## config.mk

```make
export PLATFORM = sky130hd
export DESIGN_NAME = maze_solver
export DESIGN_NICKNAME = d
export VERILOG_FILES = /design/src/rtl/maze_pkg.sv /design/src/rtl/maze_solver.sv
export SDC_FILE = /design/constraint.sdc
export NUM_CORES = 1
export LEC_CHECK = 0
export CAP_MARGIN = 20
export CELL_PAD_IN_SITES_DETAIL_PLACEMENT = 1
export CELL_PAD_IN_SITES_GLOBAL_PLACEMENT = 1
export CORE_MARGIN = 3
export CORE_UTILIZATION = 30
export CTS_CLUSTER_DIAMETER = 30
export CTS_CLUSTER_SIZE = 16
export DETAILED_ROUTE_END_ITERATION = 8
export GPL_ROUTABILITY_DRIVEN = 0
export PLACE_DENSITY = 0.75
export SLEW_MARGIN = 30
export SYNTH_ARGS = -nofsm -noshare
export SYNTH_HDL_FRONTEND = slang
export SYNTH_SLANG_ARGS = --single-unit
```

## constraint.sdc

```tcl
create_clock -name clk -period 2.1 [get_ports clk]
set_input_delay 0.315 -clock clk [delete_from_list [all_inputs] [get_ports clk]]
set_output_delay 0.315 -clock clk [all_outputs]
set_load 0.02 [all_outputs]
```

## src/rtl/maze_pkg.sv

```systemverilog
// ============================================================================
// maze_pkg : heading/state types and turn helpers for the maze solver
// Rev 1.0
// ============================================================================
`default_nettype none

package maze_pkg;

  typedef enum logic [1:0] {
    NORTH = 2'd0,
    WEST  = 2'd1,
    SOUTH = 2'd2,
    EAST  = 2'd3
  } dir_t;

  localparam logic [11:0] HDNG_N = 12'h000;
  localparam logic [11:0] HDNG_W = 12'h3FF;
  localparam logic [11:0] HDNG_S = 12'h7FF;
  localparam logic [11:0] HDNG_E = 12'hC00;

  typedef enum logic [2:0] {
    IDLE  = 3'd0,
    MV_ST = 3'd1,
    MV_WT = 3'd2,
    HD_ST = 3'd3,
    HD_WT = 3'd4,
    DONE  = 3'd5
  } state_t;

  function automatic dir_t turn_left(input dir_t d);
    case (d)
      NORTH:   return WEST;
      WEST:    return SOUTH;
      SOUTH:   return EAST;
      default: return NORTH;
    endcase
  endfunction

  function automatic dir_t turn_right(input dir_t d);
    case (d)
      NORTH:   return EAST;
      EAST:    return SOUTH;
      SOUTH:   return WEST;
      default: return NORTH;
    endcase
  endfunction

  function automatic dir_t turn_180(input dir_t d);
    case (d)
      NORTH:   return SOUTH;
      SOUTH:   return NORTH;
      EAST:    return WEST;
      default: return EAST;
    endcase
  endfunction

  function automatic logic [11:0] dir_to_hdng(input dir_t d);
    case (d)
      NORTH:   return HDNG_N;
      WEST:    return HDNG_W;
      SOUTH:   return HDNG_S;
      default: return HDNG_E;
    endcase
  endfunction

endpackage

`default_nettype wire

```

## src/rtl/maze_solver.sv

```systemverilog
// ============================================================================
// maze_solver : wall-follower sequencer issuing move/heading commands to navigate
// Rev 1.0
// ============================================================================
`default_nettype none

module maze_solver
  import maze_pkg::*;
(
  input  logic        clk,
  input  logic        rst_n,
  input  logic        cmd_md_i,
  input  logic        cmd0_i,
  input  logic        lft_opn_i,
  input  logic        rght_opn_i,
  input  logic        mv_cmplt_i,
  input  logic        sol_cmplt_i,
  output logic        strt_hdng_o,
  output logic [11:0] dsrd_hdng_o,
  output logic        strt_mv_o,
  output logic        stp_lft_o,
  output logic        stp_rght_o
);

  state_t state_q, state_d;
  dir_t   dir_q, dir_d;
  logic   aff_q, aff_d;
  logic   strt_mv_q, strt_mv_d;
  logic   strt_hdng_q, strt_hdng_d;

  always_comb begin
    state_d     = state_q;
    dir_d       = dir_q;
    aff_d       = aff_q;
    strt_mv_d   = 1'b0;
    strt_hdng_d = 1'b0;
    // Handing nav back to the command processor overrides everything else.
    if (cmd_md_i) begin
      state_d = IDLE;
    end else begin
      case (state_q)
        IDLE: begin
          aff_d   = cmd0_i;
          state_d = MV_ST;
        end
        MV_ST: begin
          strt_mv_d = 1'b1;
          state_d   = MV_WT;
        end
        MV_WT: begin
          if (mv_cmplt_i) begin
            if (sol_cmplt_i) begin
              state_d = DONE;
            end else begin
              if (aff_q)
                dir_d = lft_opn_i  ? turn_left(dir_q)  :
                        rght_opn_i ? turn_right(dir_q) : turn_180(dir_q);
              else
                dir_d = rght_opn_i ? turn_right(dir_q) :
                        lft_opn_i  ? turn_left(dir_q)  : turn_180(dir_q);
              state_d = HD_ST;
            end
          end
        end
        HD_ST: begin
          strt_hdng_d = 1'b1;
          state_d     = HD_WT;
        end
        HD_WT: begin
          if (mv_cmplt_i)
            state_d = sol_cmplt_i ? DONE : MV_ST;
        end
        default: state_d = DONE;
      endcase
    end
  end

  always_ff @(posedge clk or negedge rst_n) begin
    if (!rst_n) begin
      state_q     <= IDLE;
      dir_q       <= NORTH;
      aff_q       <= 1'b1;
      strt_mv_q   <= 1'b0;
      strt_hdng_q <= 1'b0;
    end else begin
      state_q     <= state_d;
      dir_q       <= dir_d;
      aff_q       <= aff_d;
      strt_mv_q   <= strt_mv_d;
      strt_hdng_q <= strt_hdng_d;
    end
  end

  assign strt_mv_o   = strt_mv_q;
  assign strt_hdng_o = strt_hdng_q;
  assign dsrd_hdng_o = dir_to_hdng(dir_q);
  assign stp_lft_o   = (state_q != IDLE) &  aff_q;
  assign stp_rght_o  = (state_q != IDLE) & ~aff_q;

endmodule

`default_nettype wire

```

# After elaboration in Yosys (flattened, before gate mapping)
# Cells that the tools add are included.
[word_totals]
input_bits = 8
word_cells = 44
ff_bits = 8
output_inout_bits = 16
[classes]
mux = 19
reduce_logical = 6
n_bitwise = 5
n_eq_ne = 9
[ops]
columns = ["cell", "count"]
rows = [
  ["12-bit case mux with 3 select lines", 1],
  ["2-bit case mux with 3 select lines", 3],
  ["3-bit two-way mux", 5],
  ["3-bit case mux with 5 select lines", 1],
  ["2-bit two-way mux", 5],
  ["3-bit by 2-bit equality test with 1-bit output (second input constant)", 2],
  ["3-bit inequality test (second input constant)", 2],
  ["2-bit equality test (second input constant)", 2],
  ["1-bit two-way mux", 4],
  ["2-bit AND reduction", 2],
  ["4-bit AND reduction", 1],
  ["3-bit by 1-bit equality test with 1-bit output (second input constant)", 1],
  ["3-bit equality test (second input constant)", 1],
  ["3-bit zero test", 1],
  ["1-bit NOT", 3],
  ["3-bit nonzero test", 1],
  ["1-bit AND", 2],
  ["2-bit by 1-bit equality test with 1-bit output (second input constant)", 1],
  ["2-bit zero test", 1],
]

# Logic depth before layout (Yosys ltp)
# Gate-level depths: netlist (run 1).
[depth]
ltp_word = 5
depth_mapped = 5
depth_no_buf = 5

# Least setup slack after synthesis (run 1)
# OpenSTA, ideal clock, no wires.
[synth_path]
path_kind = "register -> register"
start = "register dir_q[1]"
end = "register dir_q[1]"
setup_time_ns = 0.120
arrival_time_ns = 1.479
synth_period_minus_slack_ns = 1.600
path_stages_with_launch = 6
slack_ns = 0.500
required_ns = 1.980
path_buffers = 0
cell_sequence = "dfrtp_1 -> inv_1 -> ha_1 -> mux2i_1 -> nand2_1 -> a41o_1"
[synth_via]
elab_chain_len = 5
elab_cells_between_ends = 12
cone_classes = "eq/ne: 3; mux: 8; reduce/logical: 1"
[synth_lines]
columns = ["element", "line_no", "text"]
rows = [
  ["start: declaration", "maze_solver.sv:26", "dir_t dir_q, dir_d;"],
  ["start signal: assignment", "maze_solver.sv:87", "dir_q <= dir_d;"],
  ["2-bit equality test, or another cell as far along", "maze_pkg.sv:40, maze_pkg.sv:49", ""],
  ["2-bit case mux with 3 select lines (on tied branches)", "maze_pkg.sv:49, maze_pkg.sv:31, maze_pkg.sv:40", ""],
  ["2-bit two-way mux (on tied branches)", "maze_solver.sv:60, maze_solver.sv:57", ""],
  ["2-bit two-way mux (on tied branches)", "maze_solver.sv:59, maze_solver.sv:56", ""],
  ["2-bit two-way mux (*)", "maze_solver.sv:55", "if (aff_q)"],
]
# Mark *: on every way between the ends. The rest lies on a longest branch, timed or not.
# A chain may end at the register's enable or synchronous reset.

# Worst setup path after layout (run 1)
[layout_path]
start = "register state_q[0]"
end = "output stp_lft_o"
[layout_via]
elab_chain_len = 2
[layout_lines]
columns = ["element", "line_no", "text"]
rows = [
  ["start: declaration", "maze_solver.sv:25", "state_t state_q, state_d;"],
  ["start signal: assignment", "maze_solver.sv:86", "state_q <= state_d;"],
  ["3-bit nonzero test", "maze_solver.sv:97", "assign stp_lft_o = (state_q != IDLE) & aff_q;"],
  ["1-bit AND", "maze_solver.sv:97", ""],
  ["end: declaration", "maze_solver.sv:21", "output logic stp_lft_o,"],
]
# No other way between the ends.

==> run summary, run 1 <==
Kind of critical path: reg -> out
Initial Utilization: 0.328
Layout cells sized above 1: 0.111
Fraction of power spent switching nets: 0.491
Worst setup SP type: flip-flop
Row Count: 15
Tightest hold margin: 338 ps
Setup clock skew after layout: 4.95 ps
Cell at the root of the clock tree: clkbuf_4
Total inserted antenna cells: 0
Number of buffers created by CTS: 3
Clk pin slew, worst setup/hold paths: 60 ps
Final antenna-violating net count: 0
I/O Pins: 24
Net count reported at finish: 94
Count of state elements after synthesis: 8
Insertion delay of the later-clocked pin in the worst-skew pair: 250 ps
Portion of total power attributed to combinational logic: 0.709
Setup repair after global routing missed its margin: no
Final wirelength: 1330 um
Congestion Overflow GR: 0
DIE AREA: 2540 sq um
Run status: completed
Sum Neg Setup Slack: 0 ps
Psw: 0.593 mW
Count of warnings emitted by yosys: 0
Post-CTS Hold Fix Bufs: 0
Final routed wire length divided by cell count: 12.6 um
Initial antenna violation count: 0
Total half-perimeter wirelength after legalization and detailed placement: 1050 um
Critical Path Fanout Max: 9
Endpoint required time on the critical path: 1780 ps
Fraction of the cycle the final worst path needs: 0.914
Number of instances in the placed design: 102
Instance count of the mapped netlist: 65
Time the final worst path needs with I/O delays and setup: 1920 ps
Hold violation count in the final report: 0
Via count of the first global-routing pass: 507
Clock tree from TritonCTS: built
VDD IR max: 0.633 mV
Cell variety after synth: 28
Per-instance average area after synthesis: 9.10 sq um
Pin count of the biggest net entering global routing: 14
Level count of the clock H-tree: 1
Total nets after synthesis: 77
Fmax achieved: 521 MHz
Crit path capture type: output port
Die width: 50.4 um
Path type of the worst min-delay path: in -> async
Initial DRT Pass Iterations: 4
Worst-case clock buffer depth: 2
Proportion of power drawn by flip-flops and latches: 0.186
Power per standard cell area: 1520 nW/um^2
Number of setup violations in the final report: 0
Synth-to-layout area growth: 34.5%
All-layer global routing usage: 0.114
Post-Syn Area: 592 sq um
DR vias: 513
Residual DRC: 0
Fin cells: 106
Clock sinks: 8
Max Slew Vio Count: 0
Average via count per standard cell: 4.84
Iter 0 DRT Violations: 2
Clk network pwr share: 0.104
Crit path arrival time: 1610 ps
Final Util: 0.442
Core Footprint: 1800 sq um
Total power of the final layout: 1.21 mW
Least-Margin Pin Slew: 365 ps
PortBufs: 23
Register area share after synthesis: 0.340
First-pass GRT wire length: 2260 um
Max-cap check violation count: 0
Relative slew slack: 0.756
Int Pwr: 0.616 mW
Height of the chip: 50.4 um
Reported leakage power: 0.356 nW
-- state kept, by name, summed over array words and instances (netlist names) --
register	count
strt_mv_o	1
strt_hdng_o	1
dir_q	2
aff_q	1
state_q	3
-- cells in the final DEF (no fill, tap or decap) --
| cell | n |
|---|---|
| nand2_1 | 3 |
| a41oi_1 | 1 |
| nor2_1 | 5 |
| clkdlybuf4s50_1 | 12 |
| mux2_2 | 1 |
| or2b_1 | 3 |
| or2_2 | 1 |
| nor2b_1 | 2 |
| dfrtp_1 | 7 |
| clkbuf_4 | 3 |
| mux2i_1 | 1 |
| dlymetal6s2s_1 | 1 |
| nor3_1 | 4 |
| ha_1 | 3 |
| inv_1 | 4 |
| a21oi_1 | 2 |
| or3b_2 | 1 |
| o21ai_0 | 1 |
| dfstp_2 | 1 |
| nor4_1 | 1 |
| o2111ai_1 | 2 |
| nand2b_1 | 1 |
| ha_2 | 1 |
| o31a_1 | 2 |
| clkbuf_1 | 1 |
| a41o_1 | 1 |
| dlygate4sd2_1 | 10 |
| a211oi_1 | 2 |
| nand3_1 | 1 |
| nand3b_1 | 2 |
| or3b_4 | 1 |
-- layout make-up --
type	instances	area (sq um)
fillers	231	1010
repair buffers	23	220
inverters	4	15.0
multi-input cells	42	302
flip-flops and latches	8	201
well taps	25	31.3
clock buffers	4	26.3
-- power by group through the flow --
stage	sequential [mW]	clock (mW)	combinational [mW]
2_1_floorplan	0.219	0	0.748
3_3_place_gp	0.225	0	0.976
3_5_place_dp	0.228	0	0.994
4_1_cts	0.225	0.132	0.873
5_1_grt	0.232	0.142	0.926
6_report	0.225	0.126	0.857
-- Yosys cell counts --
| master | instances | area (sq um) |
|---|---|---|
| or3b_2 | 1 | 8.76 |
| a41oi_1 | 1 | 8.76 |
| mux2i_1 | 1 | 10.0 |
| clkbuf_1 | 1 | 3.75 |
| ha_1 | 4 | 50.1 |
| dfrtp_1 | 7 | 175 |
| nor3_1 | 4 | 20.0 |
| nand3_1 | 1 | 5.00 |
| o21ai_0 | 1 | 5.00 |
| mux2_2 | 1 | 11.3 |
| inv_1 | 4 | 15.0 |
| nor2_1 | 5 | 18.8 |
| nand2b_1 | 1 | 6.26 |
| or3b_4 | 1 | 11.3 |
| o31a_1 | 2 | 17.5 |
| nand3b_1 | 2 | 15.0 |
| buf_4 | 9 | 67.6 |
| a41o_1 | 1 | 10.0 |
| a21oi_1 | 2 | 10.0 |
| or2_2 | 1 | 6.26 |
| nor4_1 | 1 | 6.26 |
| buf_2 | 1 | 5.00 |
| nand2_1 | 3 | 11.3 |
| or2b_1 | 3 | 22.5 |
| o2111ai_1 | 2 | 17.5 |
| dfstp_2 | 1 | 26.3 |
| a211oi_1 | 2 | 15.0 |
| nor2b_1 | 2 | 12.5 |
-- layer usage --
| metal | part of all wire | track usage | wire length (um) |
|---|---|---|---|
| met5 | 0 | 0 | 0 |
| met4 | 0 | 0.0538 | 0 |
| met3 | 0.039 | 0.0178 | 52 |
| met2 | 0.50 | 0.202 | 670 |
| met1 | 0.46 | 0.132 | 608 |
-- critical path: stages (launching register included) --
cell and delay, ps:
dfrtp_1 460, nor3_1 280, nor2b_1 70, clkdlybuf4s50_1 540
-- stage by stage --
stage	setup WS (ps)	instance area, sq um
after global routing	65.5	796
after global placement	169	777
after detailed placement	116	777
final	180	796
after CTS	11.3	793
after floorplan	500	592
-- what timing repair did --
item,CTS,global route
endpoints found under the setup margin,10,1
gates resized for setup,11,1
buffers inserted,0,0
pin swaps,0,0
-- logic make-up (layout without fill, tap and decap cells) --
| logic type | count (synthesis) | in the layout | share of synthesized area |
|---|---|---|---|
| mux | 2 | 2 | 0.0359 |
| buf+inv | 15 | 31 | 0.154 |
| fa+ha+maj | 4 | 4 | 0.0846 |
| compound gates | 11 | 11 | 0.142 |
| simple gates | 25 | 25 | 0.243 |
| flops | 8 | 8 | 0.340 |
-- worst paths after layout --
| check | startpoint | endpoint | slack (ps) | cells after the start |
|---|---|---|---|---|
| max in group asynchronous | rst_n | aff_q | 1450 | 1 |
| min in group clk | state_q[1] | strt_mv_o | 600 | 1 |
| max | state_q[0] | stp_lft_o | 180 | 3 |
| min | rst_n | strt_hdng_o | 340 | 1 |
| min reg2reg | state_q[1] | strt_mv_o | 600 | 1 |
| max reg2reg | dir_q[1] | dir_q[1] | 570 | 5 |
(Power assumes the default switching activity.)
==> run 2: changes to the inputs <==
Settings changed: CTS_CLUSTER_SIZE 16 to 14, SKIP_LAST_GASP from default to 1.
==> results of run 2 <==
Same layout as run 1: the final DEF is identical, and so are final timing and power.
